**src/rtl/glitch_pulse_gen.sv**
```systemverilog
// Trigger-armed glitch-enable sequencer: after arm + trigger, waits `delay` cycles and emits `count` pulses.
// Optional: define GLITCH_RETRIGGER_EN so a finished run re-arms with the latched config instead of idling.
module glitch_pulse_gen #(
  parameter int DELAY_W = 16,
  parameter int WIDTH_W = 8,
  parameter int COUNT_W = 8
) (
  input  logic               clk,
  input  logic               rst_n,
  input  logic               trigger,
  input  logic               arm,
  input  logic               abort,
  input  logic [DELAY_W-1:0] delay,
  input  logic [WIDTH_W-1:0] width,
  input  logic [WIDTH_W-1:0] gap,
  input  logic [COUNT_W-1:0] count,
  input  logic [3:0]         mode_in,
  output logic               en,
  output logic [3:0]         mode_out,
  output logic               busy,
  output logic               done
);
  localparam int CNT_W = (DELAY_W > WIDTH_W) ? DELAY_W : WIDTH_W;

  typedef enum logic [2:0] {S_IDLE, S_ARMED, S_DELAY, S_PULSE, S_GAP} state_e;

`ifdef GLITCH_RETRIGGER_EN
  localparam state_e RUN_END = S_ARMED;
`else
  localparam state_e RUN_END = S_IDLE;
`endif

  state_e               state_q, state_d;
  logic                 en_q, en_d, done_q, done_d;
  logic [CNT_W-1:0]     cnt_q, cnt_d;
  logic [COUNT_W-1:0]   pulses_q, pulses_d;
  logic [DELAY_W-1:0]   dly_cfg_q, dly_cfg_d;
  logic [WIDTH_W-1:0]   wid_cfg_q, wid_cfg_d, gap_cfg_q, gap_cfg_d;
  logic [COUNT_W-1:0]   num_cfg_q, num_cfg_d;
  logic [3:0]           mode_q, mode_d;
  logic                 sync1_q, sync2_q, prev_q;
  logic                 trig_rise;
  logic [CNT_W-1:0]     wid_ld, gap_ld, dly_ld;

  assign trig_rise = sync2_q & ~prev_q;
  // Counters run down to zero, so a phase of N cycles loads N-1.
  assign wid_ld = CNT_W'(wid_cfg_q - WIDTH_W'(1));
  assign gap_ld = CNT_W'(gap_cfg_q - WIDTH_W'(1));
  assign dly_ld = CNT_W'(dly_cfg_q - DELAY_W'(1));

  always_comb begin
    state_d   = state_q;
    en_d      = en_q;
    done_d    = 1'b0;
    cnt_d     = cnt_q;
    pulses_d  = pulses_q;
    dly_cfg_d = dly_cfg_q;
    wid_cfg_d = wid_cfg_q;
    gap_cfg_d = gap_cfg_q;
    num_cfg_d = num_cfg_q;
    mode_d    = mode_q;
    if (abort) begin
      state_d  = S_IDLE;
      en_d     = 1'b0;
      cnt_d    = '0;
      pulses_d = '0;
    end else begin
      case (state_q)
        S_IDLE: if (arm) begin
          dly_cfg_d = delay;
          wid_cfg_d = (width == '0) ? WIDTH_W'(1) : width;
          gap_cfg_d = (gap   == '0) ? WIDTH_W'(1) : gap;
          num_cfg_d = (count == '0) ? COUNT_W'(1) : count;
          mode_d    = mode_in;
          state_d   = S_ARMED;
        end
        S_ARMED: if (trig_rise) begin
          pulses_d = num_cfg_q;
          if (dly_cfg_q == '0) begin
            state_d = S_PULSE;
            en_d    = 1'b1;
            cnt_d   = wid_ld;
          end else begin
            state_d = S_DELAY;
            cnt_d   = dly_ld;
          end
        end
        S_DELAY, S_GAP: begin
          if (cnt_q == '0) begin
            state_d = S_PULSE;
            en_d    = 1'b1;
            cnt_d   = wid_ld;
          end else begin
            cnt_d = cnt_q - CNT_W'(1);
          end
        end
        S_PULSE: begin
          if (cnt_q == '0) begin
            en_d     = 1'b0;
            pulses_d = pulses_q - COUNT_W'(1);
            if (pulses_q == COUNT_W'(1)) begin
              state_d = RUN_END;
              done_d  = 1'b1;
            end else begin
              state_d = S_GAP;
              cnt_d   = gap_ld;
            end
          end else begin
            cnt_d = cnt_q - CNT_W'(1);
          end
        end
        default: state_d = S_IDLE;
      endcase
    end
  end

  always_ff @(posedge clk or negedge rst_n) begin
    if (!rst_n) begin
      state_q   <= S_IDLE;
      en_q      <= 1'b0;
      done_q    <= 1'b0;
      cnt_q     <= '0;
      pulses_q  <= '0;
      dly_cfg_q <= '0;
      wid_cfg_q <= '0;
      gap_cfg_q <= '0;
      num_cfg_q <= '0;
      mode_q    <= 4'b0000;
      sync1_q   <= 1'b0;
      sync2_q   <= 1'b0;
      prev_q    <= 1'b0;
    end else begin
      state_q   <= state_d;
      en_q      <= en_d;
      done_q    <= done_d;
      cnt_q     <= cnt_d;
      pulses_q  <= pulses_d;
      dly_cfg_q <= dly_cfg_d;
      wid_cfg_q <= wid_cfg_d;
      gap_cfg_q <= gap_cfg_d;
      num_cfg_q <= num_cfg_d;
      mode_q    <= mode_d;
      sync1_q   <= trigger;
      sync2_q   <= sync1_q;
      prev_q    <= sync2_q;
    end
  end

  assign en       = en_q;
  assign done     = done_q;
  assign mode_out = mode_q;
  assign busy     = (state_q != S_IDLE);
endmodule

```
**config.mk**
```make
export PLATFORM = sky130hd
export DESIGN_NAME = glitch_pulse_gen
export DESIGN_NICKNAME = d
export VERILOG_FILES = /design/src/rtl/glitch_pulse_gen.sv
export SDC_FILE = /design/constraint.sdc
export NUM_CORES = 1
export LEC_CHECK = 0
export ABC_AREA = 1
export CAP_MARGIN = 20
export CORE_ASPECT_RATIO = 1.4
export CORE_MARGIN = 2
export CORE_UTILIZATION = 59
export CTS_BUF_LIST = sky130_fd_sc_hd__clkbuf_4 sky130_fd_sc_hd__clkbuf_8
export DETAILED_ROUTE_END_ITERATION = 12
export PLACE_DENSITY = 0.9
export SLEW_MARGIN = 20
export SYNTH_ARGS = -nofsm -noshare
export SYNTH_HDL_FRONTEND = slang
export SYNTH_SLANG_ARGS = --single-unit
```
**constraint.sdc**
```tcl
create_clock -name clk -period 2.3 [get_ports clk]
set_clock_uncertainty 0.2 [all_clocks]
set_input_delay 0.23 -clock clk [delete_from_list [all_inputs] [get_ports clk]]
set_output_delay 0.23 -clock clk [all_outputs]
set_load 0.02 [all_outputs]
```
======== Yosys cells after proc, flatten, opt, wreduce, memory -nomap -nowiden ========
Cells that the tools add are included.
cells by class
  equality and inequality tests ........... 11
  multiply operators ...................... 0
  reductions and logical operators ........ 15
  add/sub/neg operators ................... 5
  bitwise operators ....................... 3
  $lt $le $gt $ge ......................... 0
  shifts and indexed selects .............. 0
  mux-type cells .......................... 32
  div/mod/pow operators ................... 0
operator list
  operator                                            number
  2-to-1 mux 16 bit                                   6
  2-to-1 mux 8 bit                                    6
  case mux 16 bit (3 select lines)                    1
  logical NOT 16 bit                                  2
  subtractor 16 x 1 -> 16 bit, second input constant  2
  logical NOT 8 bit                                   3
  2-to-1 mux 3 bit                                    6
  subtractor 8 x 1 -> 9 bit, second input constant    2
  case mux 8 bit (2 select lines)                     1
  inequality test 3 bit, second input constant        5
  case mux 3 bit (4 select lines)                     1
  2-to-1 mux 1 bit                                    10
  AND reduction 3 bit                                 3
  == test 8 x 1 -> 1 bit, second input constant       1
  subtractor 8 x 1 -> 8 bit, second input constant    1
  == test 3 x 2 -> 1 bit, second input constant       2
  nonzero test 3 bit                                  2
  AND reduction 5 bit                                 1
  inequality test 4 bit, second input constant        1
  AND reduction 4 bit                                 1
  nonzero test 4 bit                                  1
  == test 3 x 1 -> 1 bit, second input constant       1
  == test 3 bit, second input constant                1
  logical NOT 3 bit                                   1
  4 further kinds                                     5
word-level totals
  memories kept ........................... 0
  bits in writable memories ............... 0
  latch bits .............................. 0
  bits in registers ....................... 76
  output and inout port bits .............. 7
  bits in read-only memories .............. 0
  input bits .............................. 49

======== Depth between registers and ports, before layout ========
Gate-level depths: netlist (run 1).
  depth after elaboration ................. 5
  depth in mapped cells ................... 13

======== Worst setup path after synthesis (run 1) ========
No wires, ideal clock.
  kind .................................... register to register
  from .................................... reg cnt_q[0]
  to ...................................... reg cnt_q[0]
  setup time .............................. 0.117 ns
  data required time ...................... 1.983 ns
  slack ................................... 0.479 ns
  path buffers ............................ 0
  clock period less this slack ............ 1.821 ns
  cell stages (with the launch flop) ...... 12
  arrival time ............................ 1.504 ns
  path through ............................ dfrtp_1 -> inv_1 -> ha_1 -> nand2_1 -> nor2_2 -> nand3_2 -> clkinv_2 -> nand2_4 -> nand3_4 -> inv_2 -> nand3_1 -> nand2_1
on the way
  longest elaborated chain between the ends .. 4
RTL lines
  item                                                                      line    source
  start: declaration                                                        35      logic [CNT_W-1:0] cnt_q, cnt_d;
  start signal: assignment                                                  136     cnt_q <= cnt_d;
  subtractor 16 x 1 -> 16 bit / logical NOT 16 bit (equally long branches)  --
  2-to-1 mux 16 bit (on tied branches)                                      98, 89
  case mux 16 bit (3 select lines)                                          68      case (state_q)
  2-to-1 mux 16 bit                                                         62      if (abort) begin
Parallel ways exist; a longest one is shown, timed or not.
A chain may end at the register's enable or synchronous reset.

======== Final worst setup path (run 1) ========
  from .................................... reg dly_cfg_q[0]
  to ...................................... reg cnt_q[0]
on the way
  longest elaborated chain between the ends .. 5
RTL lines
  item                                                                      line    source
  start: declaration                                                        37      logic [DELAY_W-1:0] dly_cfg_q, dly_cfg_d;
  start signal: assignment                                                  138     dly_cfg_q <= dly_cfg_d;
  subtractor 16 x 1 -> 16 bit / logical NOT 16 bit (equally long branches)  49, 79
  2-to-1 mux 16 bit *                                                       79      if (dly_cfg_q == '0) begin
  2-to-1 mux 16 bit *                                                       77      S_ARMED: if (trig_rise) begin
  case mux 16 bit (3 select lines) *                                        68
  2-to-1 mux 16 bit *                                                       62
Every way passes the cells marked *; elsewhere a longest branch is shown, timed or not. The select of a mux whose other input is x is not followed.

==> flow_metrics.env, run 1 <==
export IMPL_clock_latency_ns=0.37
export IMPL_reg2reg_from="dly_cfg_q[0]"
export IMPL_synth_distinct_cells=34
export IMPL_fp_dieW_um=80.88
export IMPL_hold_viol=0
export IMPL_place_hpwl_um=9594
export IMPL_setup_viol=0
export IMPL_pre_cts_ws_ns=0.1181
export IMPL_leakage_nw=2.900
export IMPL_die_h_um=111.6
export IMPL_cts_setup_buffers=0
export IMPL_core_area_sq_mm=0.008100
export IMPL_cp_end_kind="flop"
export IMPL_finalMaxSlewViolations=0
export IMPL_status="finished, final reports clean"
export IMPL_grt_pass1_vias=4613
export IMPL_crit_required_ns=2.35
export IMPL_holdCritPathClass="in -> reg"
export IMPL_p_total_mw=7.370
export IMPL_synthToLayoutAreaGrowth_pct=19.40
export IMPL_cts_tree="built"
export IMPL_grt_first_pass_wirelength_um=20820
export IMPL_dp_cells=877
export IMPL_max_slew_margin_rel_pct=57.04
export IMPL_syn_num_nets=777
export IMPL_tightestPinTransition_ns=0.6394
export IMPL_period_share_pct=93.40
export IMPL_synth_cells=721
export IMPL_fin_ws_ns=0.1518
export IMPL_io_pins=56
export IMPL_fin_util_pct=71.96
export IMPL_postRouteAntennaNets=0
export IMPL_worstPathArrival_ns=2.20
export IMPL_cts_buffer_depth=2
export IMPL_cts_made_buffers=9
export IMPL_startpoint_type="flop"
export IMPL_cts_root_buffer="clkbuf_8"
export IMPL_crit_start="dly_cfg_q[0]"
export IMPL_grt_total_usage_pct=29.31
export IMPL_viasPerCell=5.477
export IMPL_worstSetupPathType="reg -> reg"
export IMPL_antenna_found_initial=0
export IMPL_layout_commonest_cell="nand2_1"
export IMPL_max_freq_mhz=465.5
export IMPL_stdcell_count=893
export IMPL_grt_max_degree=48
export IMPL_syn_cell_area_sq_mm=0.004882
export IMPL_layout_common_cells="nand2_1, inv_1, dfrtp_1"
export IMPL_wirelength_um=12410
export IMPL_yosysWarnings=0
export IMPL_hp_start="trigger"
export IMPL_ys_seq_area_share_pct=38.95
export IMPL_period_needed_ns=2.148
export IMPL_layout_drive_gt1_share_pct=7.080
export IMPL_cts_sinks=76
export IMPL_port_buffers=55
export IMPL_synth_seq_cells=76
export IMPL_max_vdd_ir_drop_mv=0.8133
export IMPL_gp_congestion=0.9348
export IMPL_crit_fanout=7
export IMPL_routedWlPerCell_um=13.89
export IMPL_start_util_pct=60.27
export IMPL_antenna_cells=0
export IMPL_h_tree_depth=3
export IMPL_nets=843
export IMPL_route_vias_total=4891
export IMPL_path_clk_slew_ns=0.08
export IMPL_fin_hold_ws_ns=0.09371
export IMPL_route_detailed_drc=0
export IMPL_cap_viol_max_count=0
export IMPL_drtPass1Iterations=5
export IMPL_p_per_area_mw_per_mm2=1264
export IMPL_overflow=0
export IMPL_syn_area_per_cell_sq_um=6.771
export IMPL_drt_iter0_drc=453
export IMPL_dieArea_sq_mm=0.009029
export IMPL_num_rows=39
## metrics by stage
step,cell area [sq um],setup TNS (ns)
3_5_place_dp,5605,0
6_report,5829,0
3_3_place_gp,5605,0
4_1_cts,5811,0
5_1_grt,5829,-0.001379
2_1_floorplan,4882,0
## area by class of cell
cell class | instances | area (sq um)
clock inverter | 4 | 50.05
inverter | 94 | 356.6
timing repair buffer | 67 | 665.6
sequential | 76 | 1902
tap | 102 | 127.6
fill | 656 | 2271
clock buffer | 11 | 145.1
multi-input combinational | 539 | 2582
## flip-flops by register name, indices dropped and copies added (netlist names)
| name | cells |
|---|---|
| done | 1 |
| dly_cfg_q | 16 |
| cnt_q | 16 |
| gap_cfg_q | 8 |
| wid_cfg_q | 8 |
| en | 1 |
| num_cfg_q | 8 |
| state_q | 3 |
| mode_out | 4 |
| sync1_q | 1 |
| prev_q | 1 |
| pulses_q | 8 |
| sync2_q | 1 |
## Yosys cell counts, drive strengths merged
cell	count	area share, %
buf	7	0.85
nand4	14	1.8
nand3b	2	0.31
o22ai	4	0.51
o21ai	69	7.1
inv	93	7.2
nor2	67	5.8
xor2	14	2.5
nor2b	1	0.13
nand3	61	6.6
clkinv	1	0.10
ha	7	1.8
a21oi	13	1.3
a31oi	2	0.26
o21bai	1	0.15
nor4	3	0.38
nand2	261	21
dfrtp	76	39
a22oi	3	0.46
o211ai	1	0.15
nor3	7	0.72
clkbuf	5	0.38
or2	2	0.26
xnor2	7	1.3
## cell families after synthesis
family	synth area share, %
adders and majority gates	1.794
DFF	38.95
xor gates and xnor gates	3.767
buffers and inverters	8.534
and+or+nand+nor	37.01
AOI/OAI and AO/OA	9.944
## worst paths after layout
check                                end  slack [ns]  cells past startpoint
max                             cnt_q[0]        0.15                      9
min                              sync1_q        0.09                      1
max reg2reg                     cnt_q[0]        0.15                      9
min reg2reg                      sync2_q        0.15                      0
max in group asynchronous  dly_cfg_q[10]        1.17                      3
min in group asynchronous    pulses_q[1]        0.15                      2
## layer usage
metal	vias up	GRT usage (%)	wire, um
met5	-	0	0
met4	0	13.90	405
met3	40	5.754	584
met2	189	46.45	6069
met1	2236	38.28	5346
li1	2426	-	-
## power breakdown
group / leakage [nW] / internal, mW / switching, mW
combinational: 1.85 / 1.45 / 2.53
clock: 0.0948 / 0.535 / 0.485
sequential: 0.959 / 1.89 / 0.483
total: 2.90 / 3.87 / 3.50
## repair_timing
| action | 4_1_cts | 5_1_grt |
|---|---|---|
| endpoints found under the setup margin | 0 | 5 |
| endpoints found under the hold margin | 41 | 0 |
| hold buffers | 1 | 0 |
| resized for setup | 0 | 3 |
## worst max-delay path: stages, from the launching register on
cell     delay, ns
dfrtp_1       0.36
inv_1         0.15
ha_1          0.23
nand3_1       0.15
nor2_2        0.30
nand3_2       0.22
a21oi_1       0.18
o21ai_0       0.10
nand3_1       0.09
nand2_1       0.06
Note: power is estimated with default switching activity, not from simulation.
==> run 2, diff against run 1 <==
==> constraint.sdc (replaced) <==
create_clock -name clk -period 2.05 [get_ports clk]
set_clock_uncertainty 0.2 [all_clocks]
set_input_delay 0.205 -clock clk [delete_from_list [all_inputs] [get_ports clk]]
set_output_delay 0.205 -clock clk [all_outputs]
set_load 0.02 [all_outputs]
==> run 2 against run 1 <==
Against the previous run:
- fmax increased by 9.4%
- setup slack got worse by 0.066 ns
- first-iteration DRC count increased by 5.7%
- flip-flop and latch count unchanged
- sequential power increased by 9.3%
- clock-buffer cell count increased by 1
- core utilization increased by 2.9 points
- largest cell class unchanged
- largest power group unchanged
==> flow_metrics.env, run 2 (same netlist as run 1, synthesis figures left out) <==
export IMPL_status="finished, final reports clean"
export IMPL_layout_drive_gt1_share_pct=12.32
export IMPL_nets=873
export IMPL_path_clk_slew_ns=0.08
export IMPL_h_tree_depth=3
export IMPL_grt_pass1_vias=4803
export IMPL_cts_tree="built"
export IMPL_crit_required_ns=2.11
export IMPL_crit_fanout=9
export IMPL_clock_latency_ns=0.36
export IMPL_viasPerCell=5.520
export IMPL_routedWlPerCell_um=14.50
export IMPL_grt_total_usage_pct=31.06
export IMPL_gp_congestion=0.9918
export IMPL_cp_end_kind="flop"
export IMPL_path_cells="nor2_4 > nand2_1 > nor2_2 > nand2_1 > nand2_2 > nand2_4 > nand3_4 > inv_2 > nand3_1 > nand2_1"
export IMPL_hold_path_depth=1
export IMPL_holdCritPathClass="in -> reg"
export IMPL_stdcell_area_sq_mm=0.006065
export IMPL_max_vdd_ir_drop_mv=1.031
export IMPL_num_rows=39
export IMPL_overflow=0
export IMPL_tightestPinTransition_ns=0.5146
export IMPL_timing_critical_path_mode_cell="nand2_1"
export IMPL_met3_usage_pct=4.943
export IMPL_leakage_nw=3.049
export IMPL_max_freq_mhz=509.1
export IMPL_cts_made_buffers=9
export IMPL_grt_most_used_layer="met2"
export IMPL_cap_viol_max_count=0
export IMPL_setup_viol=0
export IMPL_fin_hold_ws_ns=0.07999
export IMPL_use_met2_pct=52.62
export IMPL_drtPass1Iterations=7
export IMPL_finalMaxSlewViolations=0
export IMPL_start_util_pct=60.27
export IMPL_port_buffers=55
export IMPL_synthToLayoutAreaGrowth_pct=24.22
export IMPL_dieArea_sq_mm=0.009029
export IMPL_die_h_um=111.6
export IMPL_layout_commonest_cell="nand2_1"
export IMPL_startpoint_type="flop"
export IMPL_io_pins=56
export IMPL_period_share_pct=95.82
export IMPL_cpMaxStageDelayCell="dfrtp_2"
export IMPL_wirelength_um=13370
export IMPL_worstSetupPathType="reg -> reg"
export IMPL_placed_area_sq_mm=0.005816
export IMPL_ff2ff_setup_slack_ns=0.09
export IMPL_grt_max_degree=49
export IMPL_p_per_area_mw_per_mm2=1427
export IMPL_cts_sinks=76
export IMPL_groute_layer_met1_usage_pct=39.40
export IMPL_worstPathArrival_ns=2.02
export IMPL_cpPeakStageDelay_ns=0.46
export IMPL_period_needed_ns=1.964
export IMPL_antenna_cells=0
export IMPL_hold_viol=0
export IMPL_core_area_sq_mm=0.008100
export IMPL_layout_common_cells="nand2_1, inv_1, dfrtp_1"
export IMPL_cts_root_buffer="clkbuf_8"
export IMPL_postRouteAntennaNets=0
export IMPL_cts_buffer_depth=2
export IMPL_route_vias_total=5089
export IMPL_max_slew_margin_rel_pct=65.69
export IMPL_drt_iter0_drc=479
export IMPL_grt_first_pass_wirelength_um=21780
export IMPL_place_hpwl_um=10040
export IMPL_antenna_found_initial=0
export IMPL_top_regs="cnt_q (16), dly_cfg_q (16)"
export IMPL_route_detailed_drc=0
export IMPL_fp_dieW_um=80.88
export IMPL_worstRegToRegCells=10
-- run 2: report_power, final --
part           leakage, nW  switching (mW)  internal, mW
combinational         2.01            3.09          1.93
clock               0.0852           0.544         0.485
sequential           0.957           0.472          2.12
total                 3.05            4.11          4.54
-- run 2: per-layer routing --
metal | wire length (um) | vias to the layer above
met4 | 443 | 0
met3 | 630 | 40
met2 | 6804 | 196
met1 | 5493 | 2369
met5 | 0 | -
li1 | - | 2484
-- run 2: worst max-delay path: cells and delay by family (launching register included) --
family | cells | cell delay, ns
simple gates | 9 | 1.09
buf+inv | 1 | 0.11
flops | 1 | 0.46
-- run 2: layout make-up --
| type | count | area [sq um] |
|---|---|---|
| inverter | 94 | 359.1 |
| multi-input combinational | 539 | 2623 |
| clock inverter | 2 | 12.51 |
| sequential | 76 | 1903 |
| tap | 102 | 127.6 |
| fill | 642 | 2036 |
| clock buffer | 12 | 152.6 |
| timing repair buffer | 96 | 882.1 |
| timing repair inverter | 1 | 5.005 |
-- run 2: metrics by stage --
step | util (%) | total power, mW | TNS (ns) | std cells | setup WS, ns
floorplan | - | 5.768 | 0 | 721 | 0.2291
global placement | 71.79 | 7.242 | 0 | 905 | 0.03777
detailed placement | 71.79 | 7.386 | 0 | 905 | 0.001537
CTS | 73.97 | 8.443 | 0 | 920 | 0.05708
global route | 74.87 | 9.330 | -0.05177 | 922 | -0.01438
finish | 74.87 | 8.651 | 0 | 922 | 0.08563
-- run 2: final timing paths --
kind,endpoint,start
min,sync1_q,trigger
min in group asynchronous,pulses_q[5],rst_n
max in group asynchronous,cnt_q[0],rst_n
max reg2reg,cnt_q[4],state_q[2]
max,cnt_q[4],state_q[2]
min reg2reg,sync2_q,sync1_q
-- run 2: timing repair --
action,4_1_cts,5_1_grt
resized for setup,2,22
hold endpoints to repair,37,0
gates cloned,0,1
pin swaps,0,5
setup endpoints to repair,5,19
hold buffers,1,0
setup buffers,0,1
==> run 3, diff against run 2 <==
--- a/config.mk
+++ b/config.mk
@@ -13,6 +13,7 @@
 export CTS_BUF_LIST = sky130_fd_sc_hd__clkbuf_4 sky130_fd_sc_hd__clkbuf_8
 export DETAILED_ROUTE_END_ITERATION = 12
 export PLACE_DENSITY = 0.9
+export RECOVER_POWER = 25
 export SLEW_MARGIN = 20
 export SYNTH_ARGS = -nofsm -noshare
 export SYNTH_HDL_FRONTEND = slang
==> run 3 against run 2 <==
Against the previous run:
- non-clock buffer count unchanged
- sequential share of layout area about the same
- critical path depth unchanged
- fmax increased by 0.30%
- core utilization about the same
- clock power about the same
- global-route usage unchanged
- flip-flop and latch count unchanged
- sequential power about the same
- register-to-register slack about the same
- critical path type unchanged
- largest cell class unchanged
- highest routed layer unchanged
==> flow_metrics.env, run 3 (same netlist as run 1, synthesis figures left out) <==
export IMPL_route_vias_total=5072
export IMPL_top_regs="cnt_q (16), dly_cfg_q (16)"
export IMPL_clock_latency_ns=0.36
export IMPL_pwr_share_comb_pct=58.1
export IMPL_startpoint_type="flop"
export IMPL_p_int_mw=4.540
export IMPL_max_vdd_ir_drop_mv=1.031
export IMPL_start_util_pct=60.27
export IMPL_finalMaxSlewViolations=0
export IMPL_path_clk_slew_ns=0.07
export IMPL_fillers=643
export IMPL_crit_required_ns=2.10
export IMPL_leakage_nw=3.048
export IMPL_worstPathArrival_ns=2.01
export IMPL_crit_start="state_q[2]"
export IMPL_holdCritPathClass="reg -> reg"
export IMPL_period_share_pct=95.53
export IMPL_cpPeakStageDelay_ns=0.46
export IMPL_fin_ws_ns=0.09159
export IMPL_synthToLayoutAreaGrowth_pct=24.17
export IMPL_hold_viol=0
export IMPL_grt_max_degree=49
export IMPL_pre_cts_ws_ns=0.001537
export IMPL_layout_common_cells="nand2_1, inv_1, dfrtp_1"
export IMPL_placed_area_sq_mm=0.005816
export IMPL_crit_fanout=9
export IMPL_layout_commonest_cell="nand2_1"
export IMPL_cts_buffer_depth=2
export IMPL_tightestPinTransition_ns=0.9999
export IMPL_path_cells="nor2_4 > nand2_1 > nor2_2 > nand2_1 > nand2_2 > nand2_4 > nand3_4 > inv_2 > nand3_1 > nand2_1"
export IMPL_antenna_cells=0
export IMPL_cpMaxStageDelayCell="dfrtp_2"
export IMPL_dieArea_sq_mm=0.009029
export IMPL_core_area_sq_mm=0.008100
export IMPL_antenna_found_initial=0
export IMPL_p_sw_mw=4.110
export IMPL_h_tree_depth=3
export IMPL_cap_viol_max_count=0
export IMPL_port_buffers=55
export IMPL_place_hpwl_um=10040
export IMPL_stdcell_area_sq_mm=0.006062
export IMPL_worstRegToRegCells=10
export IMPL_crit_end="cnt_q[0]"
export IMPL_cts_tree="built"
export IMPL_timing_critical_path_mode_cell="nand2_1"
export IMPL_worstSetupPathType="reg -> reg"
export IMPL_ff2ff_setup_slack_ns=0.09
export IMPL_p_clk_share_pct=11.9
export IMPL_viasPerCell=5.501
export IMPL_layout_drive_gt1_share_pct=12.32
export IMPL_p_per_area_mw_per_mm2=1427
export IMPL_cp_end_kind="flop"
export IMPL_cts_made_buffers=9
export IMPL_switching_share_pct=47.51
export IMPL_io_pins=56
export IMPL_max_freq_mhz=510.6
export IMPL_grt_pass1_vias=4803
export IMPL_grt_first_pass_wirelength_um=21780
export IMPL_cts_root_buffer="clkbuf_8"
export IMPL_seq_power_share_pct=30.0
export IMPL_routedWlPerCell_um=14.48
export IMPL_grt_total_usage_pct=31.06
export IMPL_period_needed_ns=1.958
export IMPL_status="finished, final reports clean"
export IMPL_die_h_um=111.6
export IMPL_gp_congestion=0.9918
export IMPL_drtPass1Iterations=6
export IMPL_cts_sinks=76
export IMPL_postRouteAntennaNets=0
export IMPL_fp_dieW_um=80.88
export IMPL_route_detailed_drc=0
export IMPL_fin_hold_ws_ns=0.1635
export IMPL_setup_viol=0
export IMPL_overflow=0
export IMPL_reg2reg_from="state_q[2]"
export IMPL_max_slew_margin_rel_pct=33.34
export IMPL_wirelength_um=13350
export IMPL_nets=873
export IMPL_drt_iter0_drc=477
export IMPL_num_rows=39
export IMPL_reg2reg_to="cnt_q[0]"
[run 3: cell type report]
class / count / area (sq um) / area share, %
timing repair inverter: 1 / 5.005 / 0.08256
tap: 102 / 127.6 / 2.105
inverter: 94 / 359.1 / 5.924
timing repair buffer: 96 / 879.6 / 14.51
multi-input combinational: 539 / 2623 / 43.26
sequential: 76 / 1903 / 31.39
clock buffer: 12 / 152.6 / 2.518
clock inverter: 2 / 12.51 / 0.2064
[run 3: how the worst min path moves through the flow]
stage,startpoint,endpoint,slack [ns],depth (start not counted)
finish,sync1_q,sync2_q,0.16,0
global route,sync1_q,sync2_q,0.17,0
CTS,trigger,sync1_q,0.07,1
detailed placement,rst_n,pulses_q[5],0.008,1
global placement,rst_n,pulses_q[7],0.007,1
floorplan,rst_n,cnt_q[0],-0.29,0
[run 3: power groups by stage]
stage	combinational, mW	clock [mW]	sequential, mW
after global routing	5.56	1.09	2.67
after detailed placement	4.79	0	2.60
after floorplan	3.18	0	2.59
after global placement	4.68	0	2.56
after CTS	4.84	1.03	2.57
final	5.02	1.03	2.60
[run 3: worst max-delay path: cells and delay by family, from the launching register on]
kind | cells | cell delay [ns]
and+or+nand+nor | 9 | 1.07
DFF | 1 | 0.46
buffers and inverters | 1 | 0.11
[run 3: layer usage]
layer  track usage (%)  part of all wire (%)
met1             39.40                    42
met2             52.62                    51
met3             4.943                   4.9
met4             11.75                   2.9
met5                 0                     0
[run 3: per-stage QoR]
| stage | TNS [ns] | util, % | power, mW | instances |
|---|---|---|---|---|
| 6_report | 0 | 74.84 | 8.650 | 922 |
| 5_1_grt | -0.05177 | 74.84 | 9.329 | 922 |
| 4_1_cts | 0 | 73.97 | 8.443 | 920 |
| 3_5_place_dp | 0 | 71.79 | 7.386 | 905 |
| 3_3_place_gp | 0 | 71.79 | 7.242 | 905 |
| 2_1_floorplan | 0 | - | 5.768 | 721 |
[run 3: timing repair]
action / 4_1_cts / 5_1_grt
gates resized for setup: 2 / 22
endpoints found under the setup margin: 5 / 19
setup buffers: 0 / 1
gates cloned: 0 / 1
hold buffers: 1 / 0
pin swaps: 0 / 5
endpoints found under the hold margin: 37 / 0
